## config.mk

```make
export PLATFORM = sky130hd
export DESIGN_NAME = hazard_forward_unit_flat
export DESIGN_NICKNAME = d
export VERILOG_FILES = /design/src/rtl/hazard_forward_if.sv /design/src/rtl/hazard_forward_unit.sv /design/src/flat_wrapper.sv
export SDC_FILE = /design/constraint.sdc
export NUM_CORES = 1
export LEC_CHECK = 0
export ABC_AREA = 1
export ABC_CLOCK_PERIOD_IN_PS = 2100
export CORE_MARGIN = 5
export CORE_UTILIZATION = 54
export DETAILED_ROUTE_END_ITERATION = 10
export PLACE_DENSITY_LB_ADDON = 0.05
export REMOVE_ABC_BUFFERS = 1
export SLEW_MARGIN = 30
export SYNTH_ARGS = -nofsm -noshare
export SYNTH_HDL_FRONTEND = slang
export SYNTH_SLANG_ARGS = --single-unit
```

## constraint.sdc

```tcl
create_clock -name clock -period 2.1 [get_ports clock]
set_input_delay 0.21 -clock clock [delete_from_list [all_inputs] [get_ports clock]]
set_output_delay 0.21 -clock clock [all_outputs]
set_load 0.005 [all_outputs]
```

## src/rtl/hazard_forward_if.sv

```systemverilog
// Decode-stage / hazard-unit bundle: D-stage operand info in, stall and X forwarding selects out.
interface hazard_forward_if #(
  parameter int unsigned REG_AW = 5,
  parameter int unsigned FSEL_W = 2,
  parameter int unsigned CNT_W  = 32
);
  logic              d_valid;
  logic [REG_AW-1:0] d_rs1;
  logic [REG_AW-1:0] d_rs2;
  logic              d_use_rs1;
  logic              d_use_rs2;
  logic [REG_AW-1:0] d_rd;
  logic              d_wen;
  logic              d_is_load;
  logic              flush;
  logic              dmem_busy;
  logic              stall;
  logic              x_valid;
  logic [FSEL_W-1:0] fwd_a_sel;
  logic [FSEL_W-1:0] fwd_b_sel;
  logic [CNT_W-1:0]  stall_cycles;

  modport master (
    output d_valid, d_rs1, d_rs2, d_use_rs1, d_use_rs2, d_rd, d_wen, d_is_load, flush, dmem_busy,
    input  stall, x_valid, fwd_a_sel, fwd_b_sel, stall_cycles
  );

  modport slave (
    input  d_valid, d_rs1, d_rs2, d_use_rs1, d_use_rs2, d_rd, d_wen, d_is_load, flush, dmem_busy,
    output stall, x_valid, fwd_a_sel, fwd_b_sel, stall_cycles
  );
endinterface

```

## src/rtl/hazard_forward_unit.sv

```systemverilog
// Tracks in-flight producers X, M, W, ... and derives X operand forwarding selects, the D load-use
// stall, and a saturating stall-cycle counter. Data-memory busy freezes every tracked stage.
module hazard_forward_unit #(
  parameter int unsigned DEPTH        = 3,
  parameter int unsigned REG_AW       = 5,
  parameter int unsigned LOAD_LATENCY = 1,
  parameter int unsigned CNT_W        = 32
) (
  input  logic           clock,
  input  logic           reset,
  hazard_forward_if.slave bus
);
  localparam int unsigned FSEL_W = $clog2(DEPTH);

  typedef struct packed {
    logic              valid;
    logic [REG_AW-1:0] rd;
    logic              wen;
    logic              is_load;
  } prod_t;

  // Source operands are only ever consulted for the instruction sitting in X.
  typedef struct packed {
    logic [REG_AW-1:0] rs1;
    logic [REG_AW-1:0] rs2;
    logic              use_rs1;
    logic              use_rs2;
  } src_t;

  prod_t             stage_q [DEPTH];
  prod_t             stage_d [DEPTH];
  src_t              x_src_q;
  src_t              x_src_d;
  logic [CNT_W-1:0]  stall_cycles_q;
  logic [CNT_W-1:0]  stall_cycles_d;

  logic [FSEL_W-1:0] fwd_a_sel_c;
  logic [FSEL_W-1:0] fwd_b_sel_c;
  logic              hit_rs1_c;
  logic              hit_rs2_c;
  logic              load_use_c;
  logic              stall_c;
  logic              admit_c;
  logic              early_load_fwd_c;

  function automatic logic prod_match(input prod_t p, input logic [REG_AW-1:0] src);
    return p.valid && p.wen && (p.rd != '0) && (p.rd == src);
  endfunction

  // Forward selects: walk oldest to youngest so the youngest producer overwrites.
  always_comb begin
    fwd_a_sel_c = '0;
    fwd_b_sel_c = '0;
    for (int k = int'(DEPTH) - 1; k >= 1; k--) begin
      if (prod_match(stage_q[k], x_src_q.rs1)) fwd_a_sel_c = FSEL_W'(k);
      if (prod_match(stage_q[k], x_src_q.rs2)) fwd_b_sel_c = FSEL_W'(k);
    end
    if (!stage_q[0].valid || !x_src_q.use_rs1) fwd_a_sel_c = '0;
    if (!stage_q[0].valid || !x_src_q.use_rs2) fwd_b_sel_c = '0;
  end

  // Load-use: youngest match inside the latency window decides; a younger non-load shadows a load.
  always_comb begin
    hit_rs1_c = 1'b0;
    hit_rs2_c = 1'b0;
    for (int j = int'(LOAD_LATENCY) - 1; j >= 0; j--) begin
      if (prod_match(stage_q[j], bus.d_rs1)) hit_rs1_c = stage_q[j].is_load;
      if (prod_match(stage_q[j], bus.d_rs2)) hit_rs2_c = stage_q[j].is_load;
    end
    load_use_c = bus.d_valid && ((bus.d_use_rs1 && hit_rs1_c) || (bus.d_use_rs2 && hit_rs2_c));
    stall_c    = (load_use_c && !bus.flush) || bus.dmem_busy;
    admit_c    = bus.d_valid && !bus.flush && !load_use_c;
  end

  always_comb begin
    early_load_fwd_c = 1'b0;
    for (int k = 1; k < int'(DEPTH); k++) begin
      if ((k <= int'(LOAD_LATENCY)) && stage_q[k].is_load &&
          ((fwd_a_sel_c == FSEL_W'(k)) || (fwd_b_sel_c == FSEL_W'(k))))
        early_load_fwd_c = 1'b1;
    end
  end

  always_comb begin
    stage_d        = stage_q;
    x_src_d        = x_src_q;
    stall_cycles_d = stall_cycles_q;
    if (!bus.dmem_busy) begin
      for (int i = int'(DEPTH) - 1; i >= 1; i--) stage_d[i] = stage_q[i-1];
      if (admit_c) begin
        stage_d[0] = prod_t'{valid: 1'b1, rd: bus.d_rd, wen: bus.d_wen, is_load: bus.d_is_load};
        x_src_d    = src_t'{rs1: bus.d_rs1, rs2: bus.d_rs2,
                            use_rs1: bus.d_use_rs1, use_rs2: bus.d_use_rs2};
      end else begin
        stage_d[0] = '0;
        x_src_d    = '0;
      end
    end
    if (stall_c && (stall_cycles_q != '1)) stall_cycles_d = stall_cycles_q + CNT_W'(1);
  end

  always_ff @(posedge clock or negedge reset) begin
    if (!reset) begin
      for (int i = 0; i < int'(DEPTH); i++) stage_q[i] <= '0;
      x_src_q        <= '0;
      stall_cycles_q <= '0;
    end else begin
      stage_q        <= stage_d;
      x_src_q        <= x_src_d;
      stall_cycles_q <= stall_cycles_d;
    end
  end

  assign bus.stall        = stall_c;
  assign bus.x_valid      = stage_q[0].valid;
  assign bus.fwd_a_sel    = fwd_a_sel_c;
  assign bus.fwd_b_sel    = fwd_b_sel_c;
  assign bus.stall_cycles = stall_cycles_q;

  // A load may only reach X through the bypass once its data is available.
  a_no_early_load_fwd: assert property (@(posedge clock) disable iff (!reset) !early_load_fwd_c);

endmodule

```

## src/flat_wrapper.sv

```systemverilog
// flat-port wrapper written by rule: the top's interface ports become plain ports
module hazard_forward_unit_flat 
#(
  parameter int unsigned DEPTH        = 3,
  parameter int unsigned REG_AW       = 5,
  parameter int unsigned LOAD_LATENCY = 1,
  parameter int unsigned CNT_W        = 32
)
  (clock, reset, bus_d_valid, bus_d_rs1, bus_d_rs2, bus_d_use_rs1, bus_d_use_rs2, bus_d_rd, bus_d_wen, bus_d_is_load, bus_flush, bus_dmem_busy, bus_stall, bus_x_valid, bus_fwd_a_sel, bus_fwd_b_sel, bus_stall_cycles);
  hazard_forward_if #(.REG_AW(REG_AW), .FSEL_W((2)), .CNT_W(CNT_W)) bus_i ();
  input  logic clock;
  input  logic reset;
  input wire logic [$bits(bus_i.d_valid)-1:0] bus_d_valid;
  input wire logic [$bits(bus_i.d_rs1)-1:0] bus_d_rs1;
  input wire logic [$bits(bus_i.d_rs2)-1:0] bus_d_rs2;
  input wire logic [$bits(bus_i.d_use_rs1)-1:0] bus_d_use_rs1;
  input wire logic [$bits(bus_i.d_use_rs2)-1:0] bus_d_use_rs2;
  input wire logic [$bits(bus_i.d_rd)-1:0] bus_d_rd;
  input wire logic [$bits(bus_i.d_wen)-1:0] bus_d_wen;
  input wire logic [$bits(bus_i.d_is_load)-1:0] bus_d_is_load;
  input wire logic [$bits(bus_i.flush)-1:0] bus_flush;
  input wire logic [$bits(bus_i.dmem_busy)-1:0] bus_dmem_busy;
  output wire logic [$bits(bus_i.stall)-1:0] bus_stall;
  output wire logic [$bits(bus_i.x_valid)-1:0] bus_x_valid;
  output wire logic [$bits(bus_i.fwd_a_sel)-1:0] bus_fwd_a_sel;
  output wire logic [$bits(bus_i.fwd_b_sel)-1:0] bus_fwd_b_sel;
  output wire logic [$bits(bus_i.stall_cycles)-1:0] bus_stall_cycles;
  assign bus_i.d_valid = bus_d_valid;
  assign bus_i.d_rs1 = bus_d_rs1;
  assign bus_i.d_rs2 = bus_d_rs2;
  assign bus_i.d_use_rs1 = bus_d_use_rs1;
  assign bus_i.d_use_rs2 = bus_d_use_rs2;
  assign bus_i.d_rd = bus_d_rd;
  assign bus_i.d_wen = bus_d_wen;
  assign bus_i.d_is_load = bus_d_is_load;
  assign bus_i.flush = bus_flush;
  assign bus_i.dmem_busy = bus_dmem_busy;
  assign bus_stall = bus_i.stall;
  assign bus_x_valid = bus_i.x_valid;
  assign bus_fwd_a_sel = bus_i.fwd_a_sel;
  assign bus_fwd_b_sel = bus_i.fwd_b_sel;
  assign bus_stall_cycles = bus_i.stall_cycles;
  hazard_forward_unit #(.DEPTH(DEPTH), .REG_AW(REG_AW), .LOAD_LATENCY(LOAD_LATENCY), .CNT_W(CNT_W)) u_core (.clock(clock), .reset(reset), .bus(bus_i));
endmodule
```

==> results of run 1 <==
==> power groups by stage <==
stage	clock, mW	combinational (mW)	sequential (mW)
CTS	1.23	0.536	1.47
floorplan	0	0.258	1.48
global route	1.28	0.609	1.48
finish	1.22	0.541	1.47
global placement	0	0.512	1.49
detailed placement	0	0.522	1.49
==> cell type report <==
type                    count  area (um^2)  share of cell area (%)
well taps                  99        123.9                   2.459
inverters                  55        206.4                   4.098
repair buffers             77        747.0                   14.83
multi-input cells         451         2086                   41.41
clock buffers              12        145.1                   2.881
flip-flops and latches     66         1655                   32.86
clock inverters             4        73.82                   1.465
==> registers in the layout (all words and copies together), names as in the netlist <==
name                     cells
u_core.stage_q              21
u_core.bus.stall_cycles     32
u_core.bus.x_valid           1
u_core.x_src_q              12
==> routing by layer <==
layer	vias up	global-route usage (%)	part of all wire, %
met5	-	0	0
li1	1992	-	-
met2	145	35.14	41
met3	16	4.144	7.3
met1	1892	40.65	50
met4	0	8.886	1.4
==> logic make-up after synthesis <==
family / synth area share (%)
flops: 41.28
compound gates: 4.315
simple gates: 41.12
fa+ha+maj: 0.3126
buf+inv: 7.286
xor+xnor: 5.691
==> cells in the mapped netlist (all sizes together) <==
library cell and n:
nor4 1, nand3 65, dfrtp 66, nor3 19
a21oi 2, buf 8, clkbuf 7, xnor2 11
clkinv 1, nand2 236, o21ai 23, xor2 15
nor2 60, nand4 2, o22ai 5, nand3b 8
or2 1, a221oi 1, inv 54, ha 1
o211ai 1
==> worst paths after layout <==
| check | to | slack (ns) | depth (start not counted) |
|---|---|---|---|
| max in group asynchronous | u_core.stage_q[13] | 1.38 | 3 |
| min reg2reg | u_core.x_src_q[1] | 0.49 | 2 |
| max reg2reg | u_core.bus.stall_cycles[24] | 0.22 | 8 |
| min | u_core.bus.stall_cycles[12] | 0.41 | 3 |
| min in group clock | u_core.stage_q[19] | 0.43 | 3 |
| max | bus_fwd_b_sel[1] | 0.17 | 8 |
==> per-stage QoR <==
stage	instance area [um^2]	TNS, ns	hold WS (ns)	total power [mW]
after floorplan	3916	-10.31	-0.08559	1.733
after global placement	4768	0	0.2490	2.001
after detailed placement	4768	0	0.2530	2.015
after CTS	5029	0	0.4210	3.239
after global routing	5037	0	0.4543	3.375
final	5037	0	0.4096	3.228
==> timing repair <==
item / 4_1_cts / 5_1_grt
hold buffers: 1 / 0
hold endpoints to repair: 66 / 0
pin swaps: 0 / 0
gates resized for setup: 11 / 1
buffers inserted: 2 / 0
setup endpoints to repair: 5 / 1
==> worst reg2reg max path: cells and delay by family, from the launching register on <==
family,cells,cell delay (ns)
buffers and inverters,2,0.39
and+or+nand+nor,6,0.97
DFF,1,0.42
==> Flow_metrics.wiki, run 1 <==
{| class="wikitable"
! Metric !! Value
|-
| Outcome || complete, no violations
|-
| Number of placed I/O pins || 62
|-
| Final HPWL DP || 8124 um
|-
| Cell area after technology mapping || 4001 um^2
|-
| Routed via count || 4045
|-
| Chain of cells forming the critical path || nor3_2 > nand3_1 > nand3_1 > inv_1 > nand2_1 > inv_1 > nor2_1 > dlygate4sd2_1
|-
| Worst Path Buf+Inv || 3
|-
| Pin count of the biggest net entering global routing || 67
|-
| Post-synthesis sequential area ratio || 41.28%
|-
| Global-route congestion overflow total || 0
|-
| Reported max-cap violation count || 0
|-
| Total Routed Length || 10920 um
|-
| Post-synth cell types || 28
|-
| Routed length per instance || 14.30 um
|-
| Total inserted antenna cells || 0
|-
| FF-to-FF Start || u_core.bus.stall_cycles[9]
|-
| Synth warnings || 0
|-
| Critical setup path kind || flip-flop to primary output
|-
| Final hold violation count || 0
|-
| TritonCTS clock tree || yes
|-
| Launching element type of the critical path || flip-flop
|-
| Port Buffer Count || 61
|-
| Number of buffers added by the clock tree synthesis step || 9
|-
| Starting density of the core || 55.17%
|-
| Most used cells in the layout excluding fill and tap cells || sky130_fd_sc_hd__nand2_1, sky130_fd_sc_hd__nand3_1, sky130_fd_sc_hd__dfrtp_1, sky130_fd_sc_hd__nor2_1, sky130_fd_sc_hd__clkdlybuf4s50_1
|-
| Smallest setup slack after layout || 0.1736 ns
|-
| Share of total power in the clock network || 37.7%
|-
| Cell internal pwr || 2.330 mW
|-
| Count of nets after finishing || 685
|-
| Net switching share of the total power || 27.82%
|-
| X dimension of the die || 96.08 um
|-
| Wire length of the first global-routing pass || 18200 um
|-
| Average cell area after synthesis || 6.817 um^2
|-
| Maximum level of the CTS H-tree || 3
|-
| Slowest cell on the critical path || sky130_fd_sc_hd__dfrtp_2
|-
| Crit-path max cell delay || 0.47 ns
|-
| Part of the total power dissipated in sequential elements || 45.5%
|-
| Gr usage total || 25.74%
|-
| Part of the total power dissipated in combinational logic || 16.8%
|-
| Top area cells in the synthesized netlist || sky130_fd_sc_hd__dfrtp_1, sky130_fd_sc_hd__nand2_1, sky130_fd_sc_hd__nand3_1, sky130_fd_sc_hd__nor2_1, sky130_fd_sc_hd__inv_1
|-
| Final Max Slew Viols || 0
|-
| Net Switching || 898.2 uW
|-
| Final worst clock skew || 0.01369 ns
|-
| Arrival time at the worst endpoint || 1.72 ns
|-
| Setup Viol. Count Final || 0
|-
| Peak clock frequency supported by timing || 519.1 MHz
|-
| Die span in y || 96.08 um
|-
| Placed Cells incl. Taps || 745
|-
| First-pass DRT Iterations || 5
|-
| DRC violations left || 0
|-
| Flop and latch count out of synthesis || 66
|-
| Number of DRC violations after detailed-routing iteration 0 || 246
|-
| Required arrival time at the worst endpoint || 1.89 ns
|-
| Setup WS pre-CTS || 0.07850 ns
|-
| Die ar. || 9231 um^2
|-
| Number of global-route vias before repair || 3687
|-
| Area growth from synthesis to final layout || 25.89%
|-
| Gate count after technology mapping || 587
|-
| Critical path capture point type || primary output
|-
| Layout cell share with drive strength beyond 1 || 6.466%
|-
| Most common cell after layout, fill and taps aside || sky130_fd_sc_hd__nand2_1
|-
| Power Dens Cells || 640.9 nW/um^2
|-
| Number of sinks driven by the clock tree || 66
|-
| RD Place Congestion || 0.9064
|-
| Remaining max-slew budget at the tightest pin || 59.11%
|-
| Crit path max-delay family || simple AND/OR/NAND/NOR gates
|-
| Static Leak || 2.422 nW
|-
| Insertion delay of the later-clocked pin in the worst-skew pair || 0.35 ns
|-
| Setup repair after global routing missed its margin || no
|-
| Clock-pin slew on the worst setup and hold paths || 0.08 ns
|-
| Portion of the clock cycle consumed by the worst path in the final layout || 91.73%
|-
| Class of the most critical hold timing path || input pin to asynchronous set/reset pin
|-
| Cell Count, Final, Fillers Out || 764
|-
| Number of routed nets with antenna violations || 0
|-
| Clock buffer depth || 2
|-
| Critical path launch point || u_core.stage_q[13]
|-
| Detail-routed via count per cell || 5.295
|-
| Worst Path Max Fanout || 5
|-
| Max VDD drop || 0.2905 mV
|-
| Cell type with the largest total area after synthesis || sky130_fd_sc_hd__dfrtp_1
|-
| Fraction of post-synthesis cell area in the top cell type by area || 41.28%
|-
| Core ar. || 7253 um^2
|-
| Final core utilization || 69.45%
|-
| Buffer cell driving the clock tree root || sky130_fd_sc_hd__clkbuf_8
|-
| Slew at the pin closest to its max-slew limit || 0.6100 ns
|-
| Final critical path time including I/O delays and setup || 1.926 ns
|-
| Fill cells || 649
|-
| Std-Cell Rows || 31
|-
| Number of antenna violations at the first check in global routing || 0
|}
Power figures use the tool's default switching activity.
==> run 2: changes to the inputs <==
- CORE_ASPECT_RATIO: default -> 1.2
==> run 2 against run 1 <==
  * Utilization rose by 1.6 points
  * Clock power fell by 11%
  * Sequential cell count did not move
  * Critical path type unchanged
  * Largest power group unchanged
==> Flow_metrics.wiki, run 2 (synthesis results as in run 1) <==
{| class="wikitable"
! Metric !! Value
|-
| Starting density of the core || 55.33%
|-
| Final hold violation count || 0
|-
| Std-Cell Rows || 34
|-
| Maximum level of the CTS H-tree || 3
|-
| Number of global-route vias before repair || 4240
|-
| Met2 usage in global routing || 48.45%
|-
| Critical path launch point || u_core.stage_q[12]
|-
| Cell internal pwr || 2.193 mW
|-
| Area growth from synthesis to final layout || 28.49%
|-
| Placed Cells incl. Taps || 747
|-
| Smallest setup slack after layout || 0.1010 ns
|-
| Number of placed I/O pins || 62
|-
| Number of routed nets with antenna violations || 0
|-
| Net Switching || 933.3 uW
|-
| Insertion delay of the later-clocked pin in the worst-skew pair || 0.35 ns
|-
| Net switching share of the total power || 29.86%
|-
| Setup repair after global routing missed its margin || no
|-
| Routed via count || 4134
|-
| X dimension of the die || 88.58 um
|-
| Part of the total power dissipated in combinational logic || 18.6%
|-
| Launching element type of the critical path || flip-flop
|-
| Arrival time at the worst endpoint || 1.79 ns
|-
| Total inserted antenna cells || 0
|-
| Pin count of the biggest net entering global routing || 67
|-
| Number of sinks driven by the clock tree || 66
|-
| Met3 track utilization from global routing || 6.022%
|-
| Reported max-cap violation count || 0
|-
| Detail-routed via count per cell || 5.355
|-
| Max VDD drop || 0.6139 mV
|-
| Final HPWL DP || 8973 um
|-
| Clock-pin slew on the worst setup and hold paths || 0.07 ns
|-
| Power Dens Cells || 608.0 nW/um^2
|-
| DRC violations left || 0
|-
| Part of the total power dissipated in sequential elements || 46.9%
|-
| Global-route congestion overflow total || 0
|-
| Die ar. || 9238 um^2
|-
| Layout cell share with drive strength beyond 1 || 10.26%
|-
| Max FFs per register || 32
|-
| Critical setup path kind || flip-flop to primary output
|-
| Remaining max-slew budget at the tightest pin || 60.70%
|-
| Met1 usage || 30.66%
|-
| Most common cell after layout, fill and taps aside || sky130_fd_sc_hd__nand2_1
|-
| Setup WS pre-CTS || -0.04250 ns
|-
| Clock buffer depth || 2
|-
| Final worst clock skew || 0.01055 ns
|-
| Critical path capture point type || primary output
|-
| Layer carrying the most global-route usage || met2
|-
| Required arrival time at the worst endpoint || 1.89 ns
|-
| Worst Path Max Fanout || 4
|-
| Outcome || complete, no violations
|-
| Port Buffer Count || 61
|-
| TritonCTS clock tree || yes
|-
| Count of nets after finishing || 702
|-
| Class of the most critical hold timing path || input pin to asynchronous set/reset pin
|-
| Wire length of the first global-routing pass || 20070 um
|-
| First-pass DRT Iterations || 4
|-
| Final Max Slew Viols || 0
|-
| Gr usage total || 27.86%
|-
| Setup Viol. Count Final || 0
|-
| Share of total power in the clock network || 34.5%
|-
| Static Leak || 2.495 nW
|-
| Die span in y || 104.3 um
|-
| Total Routed Length || 11910 um
|-
| Number of buffers added by the clock tree synthesis step || 9
|-
| Number of DRC violations after detailed-routing iteration 0 || 190
|-
| Most used cells in the layout excluding fill and tap cells || sky130_fd_sc_hd__nand2_1, sky130_fd_sc_hd__nand3_1, sky130_fd_sc_hd__dfrtp_1, sky130_fd_sc_hd__nor2_1, sky130_fd_sc_hd__clkdlybuf4s50_1
|-
| Buffer cell driving the clock tree root || sky130_fd_sc_hd__clkbuf_8
|-
| Peak clock frequency supported by timing || 500.3 MHz
|-
| Final critical path time including I/O delays and setup || 1.999 ns
|-
| Portion of the clock cycle consumed by the worst path in the final layout || 95.19%
|-
| Core ar. || 7232 um^2
|-
| Routed length per instance || 15.43 um
|-
| RD Place Congestion || 0.9686
|-
| Number of antenna violations at the first check in global routing || 0
|-
| FF-to-FF Start || u_core.bus.stall_cycles[1]
|-
| Slew at the pin closest to its max-slew limit || 0.5864 ns
|-
| Cell Count, Final, Fillers Out || 772
|}
run 2: changes by cell type in the layout (fill, tap and decap cells not counted), moves of 2 or more:
cell                       change
sky130_fd_sc_hd__dfrtp_1       -2
sky130_fd_sc_hd__clkinv_2      +2
sky130_fd_sc_hd__buf_4        +16
sky130_fd_sc_hd__inv_2         +4
sky130_fd_sc_hd__inv_1         -4
sky130_fd_sc_hd__dfrtp_2       +2
sky130_fd_sc_hd__clkbuf_1      -2
sky130_fd_sc_hd__clkinv_4      +2
run 2: path summary, 6_finish.rpt:
check | slack (ns) | cells past startpoint | to
worst min register to register | 0.50 | 2 | u_core.stage_q[7]
min in group clock | 0.45 | 3 | u_core.stage_q[18]
worst max register to register | 0.17 | 10 | u_core.bus.stall_cycles[1]
worst max-delay path | 0.10 | 9 | bus_fwd_b_sel[1]
worst min-delay path | 0.40 | 3 | u_core.x_src_q[3]
max in group asynchronous | 1.38 | 3 | u_core.stage_q[14]
run 2: layout make-up:
type                       count  area [um^2]
clock buffer                   9        123.9
inverter                      55        206.4
multi-input combinational    451         2083
sequential                    66         1658
tap                           90        112.6
clock inverter                 7        70.07
fill                         650         2091
timing repair buffer          94        887.1
run 2: power by group through the flow:
stage | Sequential, mW | Clock [mW] | Combinational (mW)
finish | 1.47 | 1.08 | 0.582
global route | 1.48 | 1.16 | 0.645
CTS | 1.46 | 1.09 | 0.586
detailed placement | 1.49 | 0 | 0.546
global placement | 1.49 | 0 | 0.531
floorplan | 1.48 | 0 | 0.258
run 2: stage by stage:
stage / instance area [um^2] / power [mW] / hold slack (ns) / util (%) / setup TNS (ns)
2_1_floorplan: 3916 / 1.733 / -0.08559 / - / -10.31
4_1_cts: 5140 / 3.140 / 0.4327 / 71.07 / 0
5_1_grt: 5141 / 3.287 / 0.4234 / 71.09 / 0
3_3_place_gp: 4852 / 2.022 / 0.2540 / 67.09 / 0
3_5_place_dp: 4852 / 2.039 / 0.2627 / 67.09 / -0.07911
6_report: 5141 / 3.126 / 0.3980 / 71.09 / 0
run 2: metal layers:
| metal | share of wire [%] | wire length (um) |
|---|---|---|
| met1 | 38 | 4472 |
| met3 | 5.0 | 595 |
| met5 | 0 | 0 |
| met2 | 52 | 6160 |
| met4 | 5.7 | 682 |
run 2: timing repair:
item	4_1_cts	5_1_grt
hold buffers	1	0
endpoints found under the setup margin	5	2
resized for setup	18	1
hold endpoints to repair	66	0
setup buffers	8	0
pin swaps	4	1
run 2: worst max-delay path, cell delays in order (launching register included):
cell	delay [ns]
sky130_fd_sc_hd__dfrtp_2	0.45
sky130_fd_sc_hd__buf_4	0.15
sky130_fd_sc_hd__nor3_1	0.16
sky130_fd_sc_hd__nand3_1	0.08
sky130_fd_sc_hd__nand3_1	0.07
sky130_fd_sc_hd__inv_1	0.07
sky130_fd_sc_hd__nand2_1	0.09
sky130_fd_sc_hd__inv_1	0.04
sky130_fd_sc_hd__nor2_1	0.09
sky130_fd_sc_hd__dlygate4sd2_1	0.24
==> run 3: changes to the inputs <==
- CORE_ASPECT_RATIO: 1.2 -> default
==> results of run 3 <==
The final DEF is identical to that of run 1; final timing and power are the same.
